[src/rtl/instr_fetch_pkg.sv]
// Shared MIPS fetch definitions: address widths, the boot PC and the
// {instr, pc} bundle carried from fetch to decode.
package mips_defs;

   localparam int PC_WIDTH    = 32;
   localparam int INSTR_WIDTH = 32;
   localparam int WORD_BYTES  = 4;
   localparam int QUEUE_DEPTH = 2;

   localparam logic [PC_WIDTH-1:0] DEFAULT_RESET_PC = 32'h0000_0000;

   typedef struct packed {
      logic [INSTR_WIDTH-1:0] instr;
      logic [PC_WIDTH-1:0]    pc;
   } fetch_entry_t;

endpackage : mips_defs

[src/rtl/fetch_queue.sv]
// Two-entry {instr, pc} FIFO that absorbs ROM data while decode stalls.
// Flush empties it in one edge; push and pop on the same edge keep the count.
module fetch_queue
   import mips_defs::*;
(
   input  logic         clk,
   input  logic         rst,
   input  logic         push,
   input  fetch_entry_t push_entry,
   input  logic         pop,
   input  logic         flush,
   output fetch_entry_t head_entry,
   output logic [1:0]   count,
   output logic         head
);

   fetch_entry_t entries [QUEUE_DEPTH];
   logic         tail;

   // With at most two entries the free slot is the head slot when empty
   // and the other slot when one entry is held.
   assign tail       = head ^ count[0];
   assign head_entry = entries[head];

   // Queue storage, head pointer and occupancy.
   always_ff @(posedge clk or posedge rst) begin
      if (rst) begin
         count <= '0;
         head  <= 1'b0;
         // NOTE: the two entries are reset because the head entry drives
         // the decode outputs directly and must read as zero out of reset.
         for (int i = 0; i < QUEUE_DEPTH; i++) begin
            entries[i] <= '0;
         end
      end else if (flush) begin
         count <= '0;
         head  <= 1'b0;
      end else begin
         // NOTE: non-blocking assignments here so every register samples
         // the pre-edge values regardless of statement order.
         if (push) begin
            entries[tail] <= push_entry;
         end
         if (pop) begin
            head <= ~head;
         end
         case ({push, pop})
            2'b10:   count <= count + 2'd1;
            2'b01:   count <= count - 2'd1;
            default: count <= count;
         endcase
      end
   end

   // The issue throttle upstream guarantees the queue never overflows.
   a_count_bounded : assert property (@(posedge clk) disable iff (rst) count <= 2'd2);

endmodule : fetch_queue

[src/rtl/instr_fetch.sv]
// MIPS fetch stage: owns the PC, addresses the registered instruction ROM,
// tracks the one read in flight and hands {instr, pc, pc+4} to decode.
module instr_fetch
   import mips_defs::*;
#(
   parameter logic [PC_WIDTH-1:0] RESET_PC = DEFAULT_RESET_PC
) (
   input  logic                   CLK,
   input  logic                   RST,
   output logic [PC_WIDTH-1:0]    ROM_ADDR,
   input  logic [INSTR_WIDTH-1:0] ROM_DATA,
   input  logic                   REDIRECT,
   input  logic [PC_WIDTH-1:0]    REDIRECT_PC,
   output logic                   IF_VALID,
   input  logic                   ID_READY,
   output logic [INSTR_WIDTH-1:0] IF_INSTR,
   output logic [PC_WIDTH-1:0]    IF_PC,
   output logic [PC_WIDTH-1:0]    IF_PC_PLUS4
);

   logic [PC_WIDTH-1:0] fetch_pc;
   logic [PC_WIDTH-1:0] inflight_pc;
   logic                inflight_v;

   logic                pop;
   logic                issue;
   logic [2:0]          occupancy;
   logic [1:0]          count;
   fetch_entry_t        head_entry;
   fetch_entry_t        push_entry;

   logic                unused_head;
   logic                unused_redirect_bits;

   // Redirect targets are word aligned by dropping the byte offset.
   assign unused_redirect_bits = ^REDIRECT_PC[1:0];

   // Issue a new ROM read only if the queue can still hold it once the
   // read in flight lands and any pop this edge has been taken out.
   always_comb begin
      // NOTE: every output of this block gets a default first so no path
      // leaves a value unassigned and infers a latch.
      pop       = 1'b0;
      occupancy = '0;
      issue     = 1'b0;
      pop       = IF_VALID & ID_READY;
      occupancy = {1'b0, count} + {2'b00, inflight_v} - {2'b00, pop};
      issue     = ~REDIRECT & (occupancy < 3'd2);
   end

   // PC and in-flight read tracking; a redirect overrides everything.
   always_ff @(posedge CLK or posedge RST) begin
      if (RST) begin
         fetch_pc    <= RESET_PC;
         inflight_v  <= 1'b0;
         inflight_pc <= '0;
      end else if (REDIRECT) begin
         fetch_pc    <= {REDIRECT_PC[PC_WIDTH-1:2], 2'b00};
         inflight_v  <= 1'b0;
      end else if (issue) begin
         fetch_pc    <= fetch_pc + PC_WIDTH'(WORD_BYTES);
         inflight_v  <= 1'b1;
         inflight_pc <= fetch_pc;
      end else begin
         inflight_v  <= 1'b0;
      end
   end

   assign push_entry = '{instr: ROM_DATA, pc: inflight_pc};

   fetch_queue u_queue (
      .clk        (CLK),
      .rst        (RST),
      .push       (inflight_v & ~REDIRECT),
      .push_entry (push_entry),
      .pop        (pop & ~REDIRECT),
      .flush      (REDIRECT),
      .head_entry (head_entry),
      .count      (count),
      .head       (unused_head)
   );

   assign ROM_ADDR    = {2'b00, fetch_pc[PC_WIDTH-1:2]};
   assign IF_VALID    = (count != 2'd0);
   assign IF_INSTR    = head_entry.instr;
   assign IF_PC       = head_entry.pc;
   assign IF_PC_PLUS4 = head_entry.pc + PC_WIDTH'(WORD_BYTES);

endmodule : instr_fetch

[config.mk]
export PLATFORM = sky130hd
export DESIGN_NAME = instr_fetch
export DESIGN_NICKNAME = d
export VERILOG_FILES = /design/src/rtl/instr_fetch_pkg.sv /design/src/rtl/fetch_queue.sv /design/src/rtl/instr_fetch.sv
export SDC_FILE = /design/constraint.sdc
export NUM_CORES = 1
export LEC_CHECK = 0
export ABC_AREA = 1
export CAP_MARGIN = 20
export CORE_MARGIN = 2
export CORE_UTILIZATION = 45
export DETAILED_ROUTE_END_ITERATION = 7
export PLACE_DENSITY = 0.71
export RECOVER_POWER = 50
export SETUP_SLACK_MARGIN = 0.4
export SKIP_CTS_REPAIR_TIMING = 1
export SKIP_LAST_GASP = 1
export SLEW_MARGIN = 10
export SYNTH_ARGS = -nofsm -noshare
export SYNTH_HDL_FRONTEND = slang
export SYNTH_SLANG_ARGS = --single-unit
[constraint.sdc]
create_clock -name CLK -period 13 [get_ports CLK]
set_input_delay 1.3 -clock CLK [delete_from_list [all_inputs] [get_ports CLK]]
set_output_delay 1.3 -clock CLK [all_outputs]
set_load 0.02 [all_outputs]
After elaboration in Yosys (flattened, before gate mapping)

Index checks and enable logic that the tools add are counted.

Equality and inequality tests: 2
Multiplexer cells: 14
Add/subtract/negate cells: 6
Reductions and logical operators: 7
Order comparisons: 4
Bitwise logic cells: 9

Operators with widths:

| operator                | count |
|---|---|
| $mux W64                | 4 |
| $bwmux W128             | 1 |
| $add A32 B3 Y32 const B | 2 |
| $demux W64 S1           | 1 |
| $mux W32                | 2 |
| $reduce_bool A2 Y1      | 3 |
| $and A1 B1 Y1           | 4 |
| $ge A2 B2 Y1 const B    | 2 |
| $mux W1                 | 4 |
| $not A1 Y2              | 2 |
| $pmux W2 S2             | 1 |
| $reduce_and A2 Y1       | 2 |
| $add A2 B1 Y3           | 1 |
| $lt A3 B2 Y1 const B    | 1 |
| $reduce_bool A3 Y1      | 1 |
| $sub A3 B1 Y3           | 1 |
| $add A2 B1 Y2 const B   | 1 |
| $eq A2 B1 Y1 const B    | 1 |
| $eq A2 B2 Y1 const B    | 1 |
| $lt A2 B1 Y1 const B    | 1 |
| $mux W2                 | 1 |
| $not A1 Y1              | 2 |
| $sub A2 B1 Y2 const B   | 1 |
| $logic_and A1 B1 Y1     | 1 |
| $xor A1 B1 Y1           | 1 |

Bits in registers: 196
Output and inout bits: 129
Word-level logic and storage cells: 51
Input port bits: 68

Logic depth before layout (Yosys ltp)

Gate-level depths: netlist of the first run.

Depth after elaboration: 7
Mapped depth: 17
Gate-level depth less buffers: 16

Modules after synthesis

From an unflattened synthesis of the first run, not the netlist that was laid out.

Cell total of the unflattened synthesis: 1356
Area total of the unflattened synthesis: 10512.6 um^2

By module, submodules not included:

| module      | seq. area each (um^2) | times used | cells each | area an instance (um^2) |
|---|---|---|---|---|
| fetch_queue | 3278.1                | 1          | 657        | 6019.5 |
| instr_fetch | 1526.5                | 1          | 699        | 4493.1 |

Least setup slack after synthesis of the first run

Ideal clock, no wire load.

Path kind: register to output
Start: reg u_queue.head
End: out IF_PC_PLUS4[18]
Path buffers: 1
Required time: 11700 ps
Cell stages (with the launch flop): 10
Setup slack: 9275 ps
Data arrival time: 2425 ps
Path through: dfrtp_1 -> buf_6 -> o21ai_1 -> inv_1 -> ha_1 -> nand3_1 -> inv_1 -> nand2_2 -> nor2_2 -> xor2_1

Longest elaborated chain between the ends: 5

RTL lines:

| item                                         | line              | RTL |
|---|---|---|
| start: declaration                           | fetch_queue.sv:14 | `output logic head` |
| start signal: assignment                     | fetch_queue.sv:45 | `head <= ~head;` |
| $not A1 Y2 (not written as such)             | fetch_queue.sv:23 | `assign head_entry = entries[head];` |
| $mux W64 (not written as such) (3 in series) | fetch_queue.sv:23 |  |
| via IF_PC[2]                                 | instr_fetch.sv:17 | `output logic [PC_WIDTH-1:0] IF_PC,` |
| $add A32 B3 Y32                              | instr_fetch.sv:87 | `assign IF_PC_PLUS4 = head_entry.pc + PC_WIDTH'(WORD_BYTES);` |
| end: declaration                             | instr_fetch.sv:18 | `output logic [PC_WIDTH-1:0] IF_PC_PLUS4` |

The timed path passes the listed nets, and every way through them passes these cells. The select of a mux whose other input is x is not followed.

==> results of run 1 <==
==> worst paths after layout <==
path	start	endpoint	slack [ps]	cells after the start
worst max-delay path	RST	fetch_pc[6]	5900	3
worst min-delay path	u_queue.entries[95]	u_queue.entries[95]	480	2
worst max register to register	u_queue.head	u_queue.entries[71]	8010	5
worst min register to register	u_queue.entries[95]	u_queue.entries[95]	480	2
max in group CLK	REDIRECT	u_queue.entries[71]	6520	6
min in group asynchronous	RST	u_queue.entries[118]	1940	2
==> through the flow <==
stage / hold WS [ps] / setup WS, ps / area, sq um
floorplan: 445.7 / 6586 / 9796
CTS: 483.7 / 7989 / 12370
global placement: 458.9 / 8457 / 11770
global route: 504.8 / 4480 / 12320
detailed placement: 467.3 / 8434 / 11800
finish: 479.7 / 5897 / 12320
==> registers in the layout, summed over array words and instances, names as in the netlist <==
| name | cells |
|---|---|
| u_queue.head | 1 |
| u_queue.entries | 124 |
| inflight_v | 1 |
| inflight_pc | 30 |
| u_queue.count | 2 |
| fetch_pc | 30 |
==> per-layer routing <==
metal | vias to the layer above | share of wire
li1 | 4383 | -
met1 | 4052 | 0.47
met2 | 314 | 0.45
met3 | 27 | 0.065
met4 | 0 | 0.013
met5 | - | 0
==> cell usage in the layout (no fill, tap or decap), types with 14 or more instances in the layout <==
master,netlist,layout
nand2_1,479,479
nand3_1,47,46
o21ai_0,160,160
xor2_1,14,14
nand4_1,18,18
nor2_2,14,14
a21oi_1,19,19
dfrtp_1,188,187
clkdlybuf4s50_1,0,155
nand2_2,31,31
inv_1,131,130
nor2_1,77,77
clkbuf_16,0,17
dlygate4sd3_1,0,33
==> final cells by class <==
cell class | instances | area (sq um)
fillers | 1971 | 8830
flip-flops and latches | 188 | 4706
multi-input cells | 924 | 4267
inverters | 135 | 508.0
repair buffers | 196 | 1927
clock inverters | 13 | 130.1
well taps | 275 | 344.1
clock buffers | 19 | 442.9
==> logic make-up after synthesis <==
| kind of cell | share of synthesized area |
|---|---|
| AO/OA/AOI/OAI | 0.1035 |
| adder cells (fa/ha/maj) | 0.004607 |
| buffers and inverters | 0.08485 |
| other | 0.0003836 |
| flip-flops | 0.4812 |
| AND/OR/NAND/NOR | 0.3048 |
| XOR/XNOR | 0.02060 |
==> critical path, delay by kind of cell <==
| family | cells | cell delay (ps) |
|---|---|---|
| buf+inv | 3 | 5120 |
==> power by group <==
group / switching (uW) / total [uW] / internal, uW / leakage [uW]
clock: 228 / 502 / 274 / 0.000280
combinational: 1060 / 1710 / 657 / 0.00322
sequential: 182 / 1040 / 861 / 0.00234
total: 1470 / 3260 / 1790 / 0.00585
==> results.toml, run 1 <==
[outcome]
status = "complete, but fails checks"
violations = "max-capacitance violations, max-slew violations"

[grt]
top_usage_layer = "met2"
grt_max_degree = 125
use_met2 = 0.3570
grt_pass1_vias = 8329
overflow = 0
track_usage = 0.2298
antenna_found_initial = 0
use_met1 = 0.3315
met3_usage = 0.04127
grt_pass1_wl_um = 41490

[synth]
synth_largest_area_cell = "dfrtp_1"
synth_flop_cell = "dfrtp_1"
yosysTopAreaCellShare = 0.4812
yosysWarnings = 0
synth_area_leaders = "dfrtp_1 48%, nand2_1 18%, o21ai_0 8.2%, inv_1 5.0%, nor2_1 3.0%"
ys_seq_area_frac = 0.4812
ys_types = 33
yosysMostFrequentCell = "nand2_1"
synth_cells = 1302
avgSynthCellArea_sq_um = 7.509
synthTopCellsByCount = "479 x nand2_1, 188 x dfrtp_1, 160 x o21ai_0"
synthArstFlopShare = 1.000
synth_edf_count = 0
syn_area_sq_mm = 0.009777
ys_seq_elements = 188

[sta]
setup_tns_ps = 0
relSlewSlack = -2.052
finalSetupViolCount = 0
rsz0062_at_grt = "no"
hold_viol_final = 0
drv_slew = 393
worstMarginPinSlew_ps = 4578
period_share = 0.5464
fmax_mhz = 140.8
fin_crit_ps = 7103
skew_ps = 9.897

[finish]
nets = 1533
final_cells = 1750
antenna_cells = 0
drive_above_1_share = 0.06780
area_growth_pct = 26.06
final_util = 0.5826

[clock_network]
clockBufferDepth = 2
cts_sinks = 188
numCtsBuffers = 17
cts_tree = "built"
clkSlewWorstSetupHoldPaths_ps = 60
cts_root_buf = "clkbuf_16"
htreeDepth = 4
clk_latency_ps = 420

[routing]
drtIter0Drc = 688
routed_wl_um = 25320
drt-pass1-iter-count = 5
routedWlPerCell_um = 14.47
ant_nets = 0
viasPerCell = 5.015
remaining_drc_errors = 0
num_vias = 8776

[power]
ir_drop_mv = 0.1280
finalPower_uw = 3260
leakage_uw = 0.005845
powerDensity_mw_per_mm2 = 264.5

[placed_design]
dp_hpwl_um = 17470
place_congestion = 0.8743
place.detailed.instances = 1717
port_buffers = 188

[floorplanning]
start_util = 0.4622
io_pins = 197
die_width_um = 151.4
die-area_sq_mm = 0.02292
rows = 53
core_sq_mm = 0.02115
dieHeight_um = 151.4

[min_path]
min_path_type = "reg2reg"

[setup_path]
crit_chain = "dlygate4sd3_1 -> clkinvlp_2 -> clkbuf_1"
critPathMaxStageDelay_ps = 3280
worstPathArrival_ps = 6550
slowest_stage = "clkbuf_1"
cp_data_required_time_ps = 12450
cp_max_fo = 86
cp-start-kind = "input pin"
worst-setup-path-type = "in2async"
endpoint_kind = "async pin"

[run]
cap_violations = 6
No activity file was read; power rests on OpenSTA's default activity.
==> run 2, diff against run 1 <==
==> constraint.sdc (replaced) <==
create_clock -name CLK -period 6.99 [get_ports CLK]
set_input_delay 0.699 -clock CLK [delete_from_list [all_inputs] [get_ports CLK]]
set_output_delay 0.699 -clock CLK [all_outputs]
set_load 0.02 [all_outputs]
==> run 2 against run 1 <==
Effect of this change:
- the run still ends with max-capacitance violations, max-slew violations left
- clock power up 85%
- combinational power up 86%
- setup slack worse by 3600 ps
- via count down 0.48%
- routed wire length down 1.8%
- clock skew up 2.4 ps
- worst hold slack worse by 0.88 ps
- largest power group unchanged
==> results.toml, run 2 (synthesis results as in run 1) <==
[setup_path]
cp-start-kind = "input pin"
worstPathArrival_ps = 5100
timing.rr.start = "u_queue.count[1]"
endpoint_kind = "async pin"
worst-setup-path-type = "in2async"
cp_data_required_time_ps = 7400
startpoint = "RST"
cp_max_fo = 109

[power]
leakage_uw = 0.005874
finalPower_uw = 6054
powerDensity_mw_per_mm2 = 489.4
ir_drop_mv = 0.2467

[grt]
track_usage = 0.2236
grt_max_degree = 125
grt_pass1_vias = 7934
antenna_found_initial = 0
overflow = 0
grt_pass1_wl_um = 40340

[routing]
num_vias = 8734
drtIter0Drc = 675
routedWlPerCell_um = 14.21
viasPerCell = 4.994
ant_nets = 0
routed_wl_um = 24850
drt-pass1-iter-count = 5
remaining_drc_errors = 0

[sta]
hold_viol_final = 0
whs_ps = 478.8
finalSetupViolCount = 0
rsz0062_at_grt = "no"
final.setup.worst_slack_ps = 2306
setup_tns_ps = 0
period_share = 0.6700
worstMarginPinSlew_ps = 4779
skew_ps = 12.30
relSlewSlack = -2.204
drv_slew = 214
fmax_mhz = 213.5
fin_crit_ps = 4684

[min_path]
hold_start = "u_queue.entries[31]"
min_path_type = "reg2reg"

[floorplanning]
dieHeight_um = 151.4
die-area_sq_mm = 0.02292
start_util = 0.4622
rows = 53
io_pins = 197
core_sq_mm = 0.02115
die_width_um = 151.4

[finish]
nets = 1532
biggestRegsByFlops = "u_queue.entries (124), fetch_pc (30), inflight_pc (30)"
largest-register = "u_queue.entries"
antenna_cells = 0
layout_common_cells = "479 x nand2_1, 187 x dfrtp_1, 160 x o21ai_0, 155 x clkdlybuf4s50_1, 130 x inv_1"
final_common_cell = "nand2_1"
nFillCells = 1947
area_growth_pct = 26.52
largest_reg_flops = 124
final_util = 0.5847
drive_above_1_share = 0.06988
multi_input_area_sq_mm = 0.004267
register_area_sq_mm = 0.004706

[clock_network]
cts_sinks = 188
clk_latency_ps = 430
htreeDepth = 4
cts_root_buf = "clkbuf_16"
clkSlewWorstSetupHoldPaths_ps = 60
numCtsBuffers = 17
clockBufferDepth = 2
cts_tree = "built"

[run]
cap_violations = 3

[placed_design]
pre_cts_ws_ps = 3114
dp_hpwl_um = 17110
place_congestion = 0.8766
port_buffers = 188

[outcome]
status = "complete, but fails checks"
violations = "max-capacitance violations, max-slew violations"
## run 2: cell types whose count changed in the layout (fill, tap and decap cells not counted)
cell,change
clkbuf_1,-4
inv_8,+4
buf_16,+2
bufinv_16,-1
clkbuf_8,-1
clkinv_2,-1
clkinv_4,+1
clkinv_8,+1
clkinvlp_4,-1
inv_6,-1
## run 2: critical path, cell delays in order
cell and delay [ps]:
dlygate4sd3_1 540, clkinvlp_2 2640, buf_4 1090
## run 2: path summary, 6_finish.rpt
path	to	slack [ps]	cells after the start
worst min register to register	u_queue.entries[31]	480	2
worst max-delay path	u_queue.entries[89]	2310	3
worst max register to register	fetch_pc[9]	3650	14
max in group CLK	fetch_pc[29]	2640	8
min in group asynchronous	u_queue.entries[118]	2170	2
worst min-delay path	u_queue.entries[31]	480	2
## run 2: report_power, final
part / switching, uW / total (uW) / internal, uW
registers: 338 / 1940 / 1600
logic: 1950 / 3180 / 1230
clock network: 455 / 931 / 476
## run 2: layer usage
layer | wire length (um) | track usage | vias to the layer above
li1 | - | - | 4386
met1 | 11740 | 0.3353 | 4011
met2 | 11140 | 0.3362 | 313
met3 | 1658 | 0.03614 | 24
met4 | 308 | 0.06075 | 0
met5 | 0 | 0 | -
## run 2: per-stage QoR
stage               std cells  cell area (sq um)
floorplan                1307               9796
global route             1749              12370
global placement         1715              11760
detailed placement       1716              11790
finish                   1749              12370
CTS                      1748              12360
## run 2: area by class of cell
type                       count  share of cell area
timing repair buffer         195              0.1593
multi-input combinational    924              0.3449
inverter                     135             0.04107
clock buffer                  17             0.03439
tap                          275             0.02782
sequential                   188              0.3804
clock inverter                15             0.01204
==> run 3, diff against run 2 <==
==> constraint.sdc (replaced) <==
create_clock -name CLK -period 4.4 [get_ports CLK]
set_input_delay 0.44 -clock CLK [delete_from_list [all_inputs] [get_ports CLK]]
set_output_delay 0.44 -clock CLK [all_outputs]
set_load 0.02 [all_outputs]
==> run 3 against run 2 <==
Effect of this change:
- the flow still finishes with violations (max-capacitance violations, max-slew violations)
- routed wire length up 2.3%
- worst hold slack worse by 29 ps
- global-route usage rose by 0.71 points
- critical path depth is 5 higher
- via count rose by 0.32%
- clock skew decreased by 4.2 ps
- critical path type is now in2reg
==> results.toml, run 3 (synthesis results as in run 1) <==
[grt]
antenna_found_initial = 0
overflow = 0
grt_pass1_vias = 8280
track_usage = 0.2307
grt_pass1_wl_um = 41610
grt_max_degree = 125

[floorplanning]
die-area_sq_mm = 0.02292
dieHeight_um = 151.4
die_width_um = 151.4
core_sq_mm = 0.02115
io_pins = 197
rows = 53
start_util = 0.4622

[setup_path]
endpoint_kind = "flop"
worst-setup-path-type = "in2reg"
cp_data_required_time_ps = 4690
critPathMaxStageDelay_ps = 1030
worstPathArrival_ps = 3800
crit_chain = "dlygate4sd3_1 -> clkbuf_1 -> clkinv_1 -> nand3_2 -> buf_4 -> nor2_1 -> nand2_1 -> nand4_1"
slowest_stage = "clkbuf_1"
cp_max_fo = 60
cp-start-kind = "input pin"

[finish]
area_growth_pct = 27.43
biggestRegsByFlops = "u_queue.entries (124), fetch_pc (30), inflight_pc (30)"
layout_common_cells = "478 x nand2_1, 187 x dfrtp_1, 160 x o21ai_0, 156 x clkdlybuf4s50_1, 130 x inv_1"
nets = 1539
final_common_cell = "nand2_1"
antenna_cells = 0
largest-register = "u_queue.entries"
final_cells = 1756
final_util = 0.5889
nFillCells = 1978
drive_above_1_share = 0.07225
largest_reg_flops = 124

[min_path]
min_path_type = "in2async"

[routing]
ant_nets = 0
viasPerCell = 4.990
drt-pass1-iter-count = 5
routed.top_layer = "met4"
num_vias = 8762
remaining_drc_errors = 0
routedWlPerCell_um = 14.48
wl_met2_um = 11380
dr_wl_met3_um = 1726
routed_wl_um = 25430
met1_length_um = 12110
drtIter0Drc = 772

[outcome]
status = "complete, but fails checks"
violations = "max-capacitance violations, max-slew violations"

[sta]
relSlewSlack = -0.4162
fmax_mhz = 284.6
fin_crit_ps = 3514
worstMarginPinSlew_ps = 2124
drv_slew = 160
hold_viol_final = 0
rsz0062_at_grt = "no"
whs_ps = 450.1
setup_tns_ps = 0
finalSetupViolCount = 0
skew_ps = 8.099
period_share = 0.7985

[clock_network]
cts_sinks = 188
clockBufferDepth = 2
cts_root_buf = "clkbuf_16"
numCtsBuffers = 17
htreeDepth = 4
clkSlewWorstSetupHoldPaths_ps = 70
clk_latency_ps = 430
cts_tree = "built"

[placed_design]
place_congestion = 0.8780
place.detailed.instances = 1721
dp_hpwl_um = 17810
port_buffers = 188

[run]
cap_violations = 3

[power]
leakage_uw = 0.005907
ir_drop_mv = 0.3381
powerDensity_mw_per_mm2 = 786.8
-- run 3: cell types whose count changed in the layout (fill, tap and decap cells not counted), sizes merged --
cell,before,now
buf,6,9
clkinvlp,1,5
clkbuf,18,24
clkdlybuf4s50,155,156
dlygate4sd3,33,32
inv,142,133
bufinv,0,3
-- run 3: through the flow --
step	worst slack (ps)	power, uW	cell area [sq um]
finish	886.4	9802	12460
global route	583.0	10570	12460
floorplan	1535	6131	9799
CTS	867.7	9886	12440
detailed placement	1331	8279	11830
global placement	1341	8166	11830
-- run 3: path summary, 6_finish.rpt --
check	from	cells after the start	slack (ps)	endpoint
worst max register to register	u_queue.count[1]	14	1620	fetch_pc[17]
max in group asynchronous	RST	3	1560	u_queue.entries[83]
worst min register to register	u_queue.entries[31]	2	480	u_queue.entries[31]
worst max-delay path	REDIRECT	8	890	fetch_pc[17]
min in group CLK	u_queue.entries[31]	2	480	u_queue.entries[31]
worst min-delay path	RST	2	450	u_queue.count[0]
-- run 3: layout make-up --
class	count	area (sq um)	area share
Inverter	135	508.0	0.04078
Timing Repair Buffer	202	2014	0.1617
Multi-Input combinational cell	924	4274	0.3431
Sequential cell	188	4706	0.3777
Clock buffer	19	442.9	0.03555
Clock inverter	13	168.9	0.01356
Tap cell	275	344.1	0.02762
-- run 3: critical path: cells and delay by family --
| kind | cells | cell delay (ps) |
|---|---|---|
| buffers and inverters | 4 | 2690 |
| AND/OR/NAND/NOR | 4 | 650 |
-- run 3: power breakdown --
part	switching (uW)	total [uW]	internal [uW]
Combinational	3140	5140	2000
Clock	665	1580	912
Sequential	546	3090	2540
Total	4350	9800	5450
-- run 3: metal layers --
metal	global-route usage	vias up
li1	-	4399
met1	0.3434	4041
met2	0.3518	307
met3	0.04639	15
met4	0.04439	0
met5	0	-
